### src/rtl/shift_sequencer.sv
// Multi-step driver around the combinational shift_reg: accepts one job per handshake,
// loops the word through shift_reg once per clock, and holds the result until it is taken.
module shift_sequencer #(
    parameter int WIDTH = 6,
    parameter int CNT_W = 3
) (
    input  logic                  clk,
    input  logic                  rst_n,
    input  logic                  in_valid,
    output logic                  in_ready,
    input  logic [WIDTH-1:0]      in_data,
    input  logic [CNT_W-1:0]      in_count,
    input  logic                  in_mode,
    input  logic                  in_direction,
    input  logic [(2**CNT_W)-1:0] in_serial,
    output logic [WIDTH-1:0]      sr_datain,
    output logic                  sr_mode,
    output logic                  sr_direction,
    output logic                  sr_serial_in,
    input  logic [WIDTH-1:0]      sr_dataout,
    output logic                  out_valid,
    input  logic                  out_ready,
    output logic [WIDTH-1:0]      out_data,
    output logic                  busy
);

    localparam int SER_W = 2 ** CNT_W;

    typedef enum logic [1:0] {
        IDLE = 2'd0,
        RUN  = 2'd1,
        HOLD = 2'd2
    } state_t;

    state_t             state_q;
    state_t             state_d;
    logic [WIDTH-1:0]   work_q;
    logic [CNT_W-1:0]   count_q;
    logic [CNT_W-1:0]   step_q;
    logic               mode_q;
    logic               dir_q;
    logic [SER_W-1:0]   serial_q;

    logic               accept;
    logic               advance;
    logic               last_step;

    assign last_step = (step_q == (count_q - CNT_W'(1)));

    // NOTE: sequential state uses non-blocking (<=) so every register samples pre-edge values.
    always_ff @(posedge clk or negedge rst_n) begin
        if (!rst_n) begin
            state_q <= IDLE;
        end else begin
            state_q <= state_d;
        end
    end

    // NOTE: every output of this block gets a default first, so no path can infer a latch.
    always_comb begin
        state_d   = state_q;
        accept    = 1'b0;
        advance   = 1'b0;
        in_ready  = 1'b0;
        out_valid = 1'b0;
        busy      = 1'b0;
        case (state_q)
            IDLE: begin
                in_ready = 1'b1;
                if (in_valid) begin
                    accept  = 1'b1;
                    state_d = (in_count == '0) ? HOLD : RUN;
                end
            end
            RUN: begin
                busy    = 1'b1;
                advance = 1'b1;
                if (last_step) begin
                    state_d = HOLD;
                end
            end
            HOLD: begin
                busy      = 1'b1;
                out_valid = 1'b1;
                // The acceptance cycle returns to IDLE only; a new job waits one more cycle.
                if (out_ready) begin
                    state_d = IDLE;
                end
            end
            default: begin
                state_d = IDLE;
            end
        endcase
    end

    always_ff @(posedge clk or negedge rst_n) begin
        if (!rst_n) begin
            work_q   <= '0;
            count_q  <= '0;
            step_q   <= '0;
            mode_q   <= 1'b0;
            dir_q    <= 1'b0;
            serial_q <= '0;
        end else if (accept) begin
            work_q   <= in_data;
            count_q  <= in_count;
            step_q   <= '0;
            mode_q   <= in_mode;
            dir_q    <= in_direction;
            serial_q <= in_serial;
        end else if (advance) begin
            work_q <= sr_dataout;
            // Parks at count-1 on the final step so the index never runs past the job.
            if (!last_step) begin
                step_q <= step_q + CNT_W'(1);
            end
        end
    end

    assign sr_datain    = work_q;
    assign sr_mode      = mode_q;
    assign sr_direction = dir_q;
    assign sr_serial_in = (state_q == RUN) ? serial_q[step_q] : 1'b0;
    assign out_data     = work_q;

    step_in_range: assert property (
        @(posedge clk) disable iff (!rst_n)
        (state_q == RUN) |-> (step_q < count_q)
    );

    hold_stable: assert property (
        @(posedge clk) disable iff (!rst_n)
        (state_q == HOLD && !out_ready) |=> (state_q == HOLD && $stable(work_q))
    );

endmodule

### config.mk
export PLATFORM = sky130hd
export DESIGN_NAME = shift_sequencer
export DESIGN_NICKNAME = d
export VERILOG_FILES = /design/src/rtl/shift_sequencer.sv
export SDC_FILE = /design/constraint.sdc
export NUM_CORES = 1
export LEC_CHECK = 0
export ABC_AREA = 1
export BUFFER_PORTS_ARGS = -buffer_cell sky130_fd_sc_hd__buf_2
export CORE_ASPECT_RATIO = 1.25
export CORE_UTILIZATION = 44
export CTS_CLUSTER_DIAMETER = 60
export DETAILED_ROUTE_END_ITERATION = 12
export PLACE_DENSITY_LB_ADDON = 0.3
export SYNTH_ARGS = -nofsm -noshare
export SYNTH_HDL_FRONTEND = slang
export SYNTH_SLANG_ARGS = --single-unit
### constraint.sdc
create_clock -name clk -period 1.5 [get_ports clk]
set_clock_uncertainty 0.05 [all_clocks]
set_input_delay 0.225 -clock clk [delete_from_list [all_inputs] [get_ports clk]]
set_output_delay 0.225 -clock clk [all_outputs]
set_load 0.03 [all_outputs]
Yosys cells after proc, flatten, opt, wreduce, memory -nomap -nowiden --
Index checks and enable logic that the tools add are counted.
Storage, ports and cells: bits in registers 24, input bits 29, output and inout port bits 18, word-level logic and storage cells 42
Cells by class: $add $sub $neg 2, $lt $le $gt $ge 1, equality and inequality tests 7, mux-type cells 19, reductions and logical operators 6
Operators with widths (count):
- $mux W6 | 2
- $mux W3 | 3
- $mux W1 | 8
- $mux W2 | 4
- $ne A2 B2 Y1 const B | 4
- $pmux W2 S3 | 1
- $lt A3 B4 Y1 const B | 1
- $add A3 B1 Y3 const B | 1
- $bmux W1 S3 | 1
- $eq A3 B3 Y1 | 1
- $logic_not A3 Y1 | 1
- $reduce_and A3 Y1 | 1
- $sub A3 B1 Y3 const B | 1
- $eq A2 B1 Y1 const B | 1
- $eq A2 B2 Y1 const B | 1
- $logic_not A2 Y1 | 1
- $reduce_and A2 Y1 | 1
- $reduce_bool A2 Y1 | 1
- $reduce_or A2 Y1 | 1

Depth between registers and ports, before layout --
depth in word-level cells 5, gate-level depth with buffers 11, gate-level depth less buffers 11

Worst setup path after synthesis --
No wires, ideal clock.
path kind reg-to-reg, start point reg state_q[0], end point reg dir_q (netlist: sr_direction), setup time 0.117 ns, arrival time 1.431 ns, data required time 1.333 ns, path slack -0.098 ns, stages on the path, launching flop included 8, buffers on the path 1, period minus slack after synthesis 1.598 ns, cells stage by stage dfrtp_1 > inv_1 > ha_1 > nand2_1 > clkinv_1 > buf_2 > nand2_1 > nand2_1
On the way: longest elaborated chain between the ends 2
RTL lines:
- from (decl) | line 35 | state_t state_q;
- from (signal assigned) | line 55 | state_q <= state_d;
- $logic_not A2 Y1 | line 67 | case (state_q)
- $mux W1 | line 67
- to (signal assigned) | line 109 | dir_q <= in_direction;
- to (decl) | line 41 | logic dir_q;
No other way between the ends. A chain may end at the register's enable or synchronous reset.

Worst setup path in the final report --
start point reg step_q[0], end point out sr_serial_in
On the way: longest elaborated chain between the ends 3
RTL lines:
- from (decl) | line 39 | logic [CNT_W-1:0] step_q;
- from (signal assigned) | line 115 | step_q <= step_q + CNT_W'(1);
- $bmux W1 S3 | line 123 | assign sr_serial_in = (state_q == RUN) ? serial_q[step_q] : 1'b0;
- $mux W1 (implied by the code) | line 123
- $mux W1 | line 123
- to (decl) | line 19 | output logic sr_serial_in,
No other way between the ends. The select of a mux whose other input is x is not followed.

==> summary.md <==
| Metric | Value |
|---|---|
| Status | `finished with violations` |
| Failing checks | `negative setup slack` |
| Synth top cells by count | `nand2_1 (57), nand3_1 (26), dfrtp_1 (24), inv_1 (14), o21ai_0 (9)` |
| Adder-Cell Fraction of Synth Area | `4.83%` |
| Synth top area cells | `dfrtp_1 (46%), nand2_1 (17%), nand3_1 (10%)` |
| Crit path required time | `1.22 ns` |
| Setup TNS | `-0.305 ns` |
| Xor/xnor share of the synthesized area | `0.676%` |
| Fillcell total | `229` |
| Crit path cell chain | `buf_4 -> o21ai_1 -> o22ai_1 -> nor2_1 -> nor2_1 -> buf_4` |
| Crit path launch | `step_q[0]` |
| Register-to-Register Path Depth | `11` |
| Hold Vio Cnt, Final | `0` |
| F_max | `0.566 GHz` |
| Worst min path class | `input pin to flop` |
| CTS tree | `built` |
| Placed instance area | `1550 um2` |
| Num CTS Buffers | `3` |
| Root Driver | `clkbuf_4` |
| Largest family of logic cells by synthesized area | `simple AND/OR/NAND/NOR gates` |
| DRT iter0 DRCs | `56` |
| Yosys warns | `0` |
| Data arrival, critical path | `1.49 ns` |
| Detail Route Antenna Nets | `0` |
| Core Region | `2730 um2` |
| Worst-margin pin slew | `0.536 ns` |
| Synth cell types | `20` |
| Clock transition at the registers of the reported paths | `0.14 ns` |
| Worst slew margin | `64.3%` |
| Fin. max-slew vios | `0` |
| CTS Buffer Depth | `2` |
| RR Startpoint | `count_q[0]` |
| Fin area | `1760 um2` |
| Gr usage total | `20.2%` |
| First-pass GRT wire length | `4.94 mm` |
| Fin Hold WS | `0.0363 ns` |
| Final std cells w/o fill | `256` |
| Port bufs | `46` |
| WS Path Type | `flop to output pin` |
| Slowest CP cell | `dfrtp_2` |
| Total global routing overflow | `0` |
| Post-synthesis sequential area ratio | `46.4%` |
| Syn Std Cell Area | `1290 um2` |
| DP Worst Slack | `-0.0386 ns` |
| Leading cell type by number of instances after synthesis | `nand2_1` |
| EDFF count, synth | `0` |
| IR drop worst, VDD | `1080 uV` |
| Setup crit start kind | `flop` |
| Worst-Skew Late Latency | `0.32 ns` |
| Leakage power | `0.973 nW` |
| Vias in the first global route | `1,221` |
| Synth Area in Simple Gates | `33.1%` |
| # diodes | `0` |
| Initial DRT Pass Iterations | `4` |
| Avg Cell Area, Syn | `7.75 um2` |
| Nets@finish | `257` |
| Fraction of layout cells with a size suffix above 1 | `39.6%` |
| Setup slack after layout | `-0.266 ns` |
| Residual DRC | `0` |
| CTS Sinks | `24` |
| I/O pin count | `47` |
| Width of the die | `50.5 um` |
| Per-cell routed wire length | `11.7 um` |
| Die ar. | `3170 um2` |
| Post-synthesis compound-gate area fraction | `4.44%` |
| Vias after detailed routing | `1,264` |
| Setup slack, reg-to-reg | `0 ns` |
| Async SR Flop Fraction | `100%` |
| Most used DFF post-synth | `dfrtp_1` |
| Largest net degree at the start of global routing | `25` |
| Critical path peak fanout | `6` |
| Slowest stage delay, CP | `0.48 ns` |
| Post-DP HPWL | `2.12 mm` |
| Top cell type by total area after synthesis | `dfrtp_1` |
| RSZ-0062 raised after global routing | `true` |
| GP Congestion | `0.759` |
| Site Rows | `21` |
| Final min period | `1.77 ns` |
| WHS Path Cells | `3` |
| Initial Utilization | `47.4%` |
| Mux share of post-synthesis cell area | `0%` |
| Core occupancy in the finished layout | `64.3%` |
| Crit end category | `output pin` |
| Period utilization | `118%` |
| Die Y-Extent | `62.7 um` |
| Initial antenna violation count | `0` |
| Via-to-Cell Ratio | `4.94` |
| Drt total wl | `2.99 mm` |
| Placed cells | `242` |
| Post-synthesis cell count | `167` |
| Number of synthesized register bits | `24` |
| CTS HTree Levels | `1` |
| Power Density | `2210 nW/um2` |
| Area delta synth->final | `35.7%` |
| Maxcap violations | `0` |
| Final setup violating endpoints | `3` |
| Critical path destination | `sr_serial_in` |
| Total chip power | `3.88 mW` |
| Post-synth top area share | `46.4%` |
| Net Count, Synth | `201` |
| Reg2reg end | `state_q[1]` |
## kinds of logic (layout without fill, tap and decap cells)
logic type	Yosys count	count (layout)
XOR/XNOR	1	1
flip-flops	24	24
adder cells (fa/ha/maj)	5	5
buffers and inverters	29	84
AND/OR/NAND/NOR	97	97
AO/OA/AOI/OAI	11	11
## layout make-up
| type | instances | area (um2) | share of cell area [%] |
|---|---|---|---|
| clock buffers | 4 | 36.3 | 2.07 |
| inverters | 18 | 75.1 | 4.27 |
| multi-input cells | 114 | 626 | 35.6 |
| flip-flops and latches | 24 | 603 | 34.3 |
| well taps | 34 | 42.5 | 2.42 |
| repair buffers | 62 | 374 | 21.3 |
## metal layers
metal	track usage, %	vias up	wire [um]
met1	23.9	581	1260
met3	2.43	5	126
met4	9.38	0	44
li1	-	637	-
met2	35.5	41	1560
met5	0	-	0
## power by group
| part | switching (mW) | internal [mW] |
|---|---|---|
| logic | 1.44 | 0.932 |
| registers | 0.221 | 0.946 |
| clock network | 0.196 | 0.148 |
| total | 1.86 | 2.03 |
## flip-flops by register name, summed over array words and instances (netlist names)
| name | flops |
|---|---|
| serial_q | 8 |
| out_data | 6 |
| count_q | 3 |
| step_q | 3 |
| state_q | 2 |
| sr_direction | 1 |
| sr_mode | 1 |
## how the worst min path moves through the flow
stage	startpoint	to	slack [ns]
6_report	in_serial[2]	serial_q[2]	0.04
5_1_grt	in_serial[0]	serial_q[0]	0.02
4_1_cts	in_serial[2]	serial_q[2]	0.04
3_5_place_dp	rst_n	count_q[1]	0.19
3_3_place_gp	rst_n	count_q[1]	0.18
2_1_floorplan	rst_n	count_q[0]	-0.12
## timing repair
action / in CTS / in global routing
hold buffers: 1 / 0
hold endpoints to repair: 24 / 0
endpoints found under the setup margin: 8 / 9
setup buffers: 7 / 2
pin swaps: 4 / 4
resized for setup: 17 / 11
cloned: 0 / 0
## cell usage in the layout, fill, tap and decap left out, drive strengths merged, types with 2 or more instances in the layout
master	synthesis	layout
buf	8	61
o22ai	2	2
nand3	28	28
nor2	7	7
o21ai	9	9
ha	5	5
clkbuf	3	4
nand2	59	59
dfrtp	24	24
inv	17	17
nand4	2	2
## worst max-delay path: cells and delay by family (launching register included)
kind,cells,cell delay (ns)
buf+inv,2,0.32
simple gates,2,0.15
compound gates,2,0.21
flops,1,0.48
Note: power is estimated with default switching activity, not from simulation.
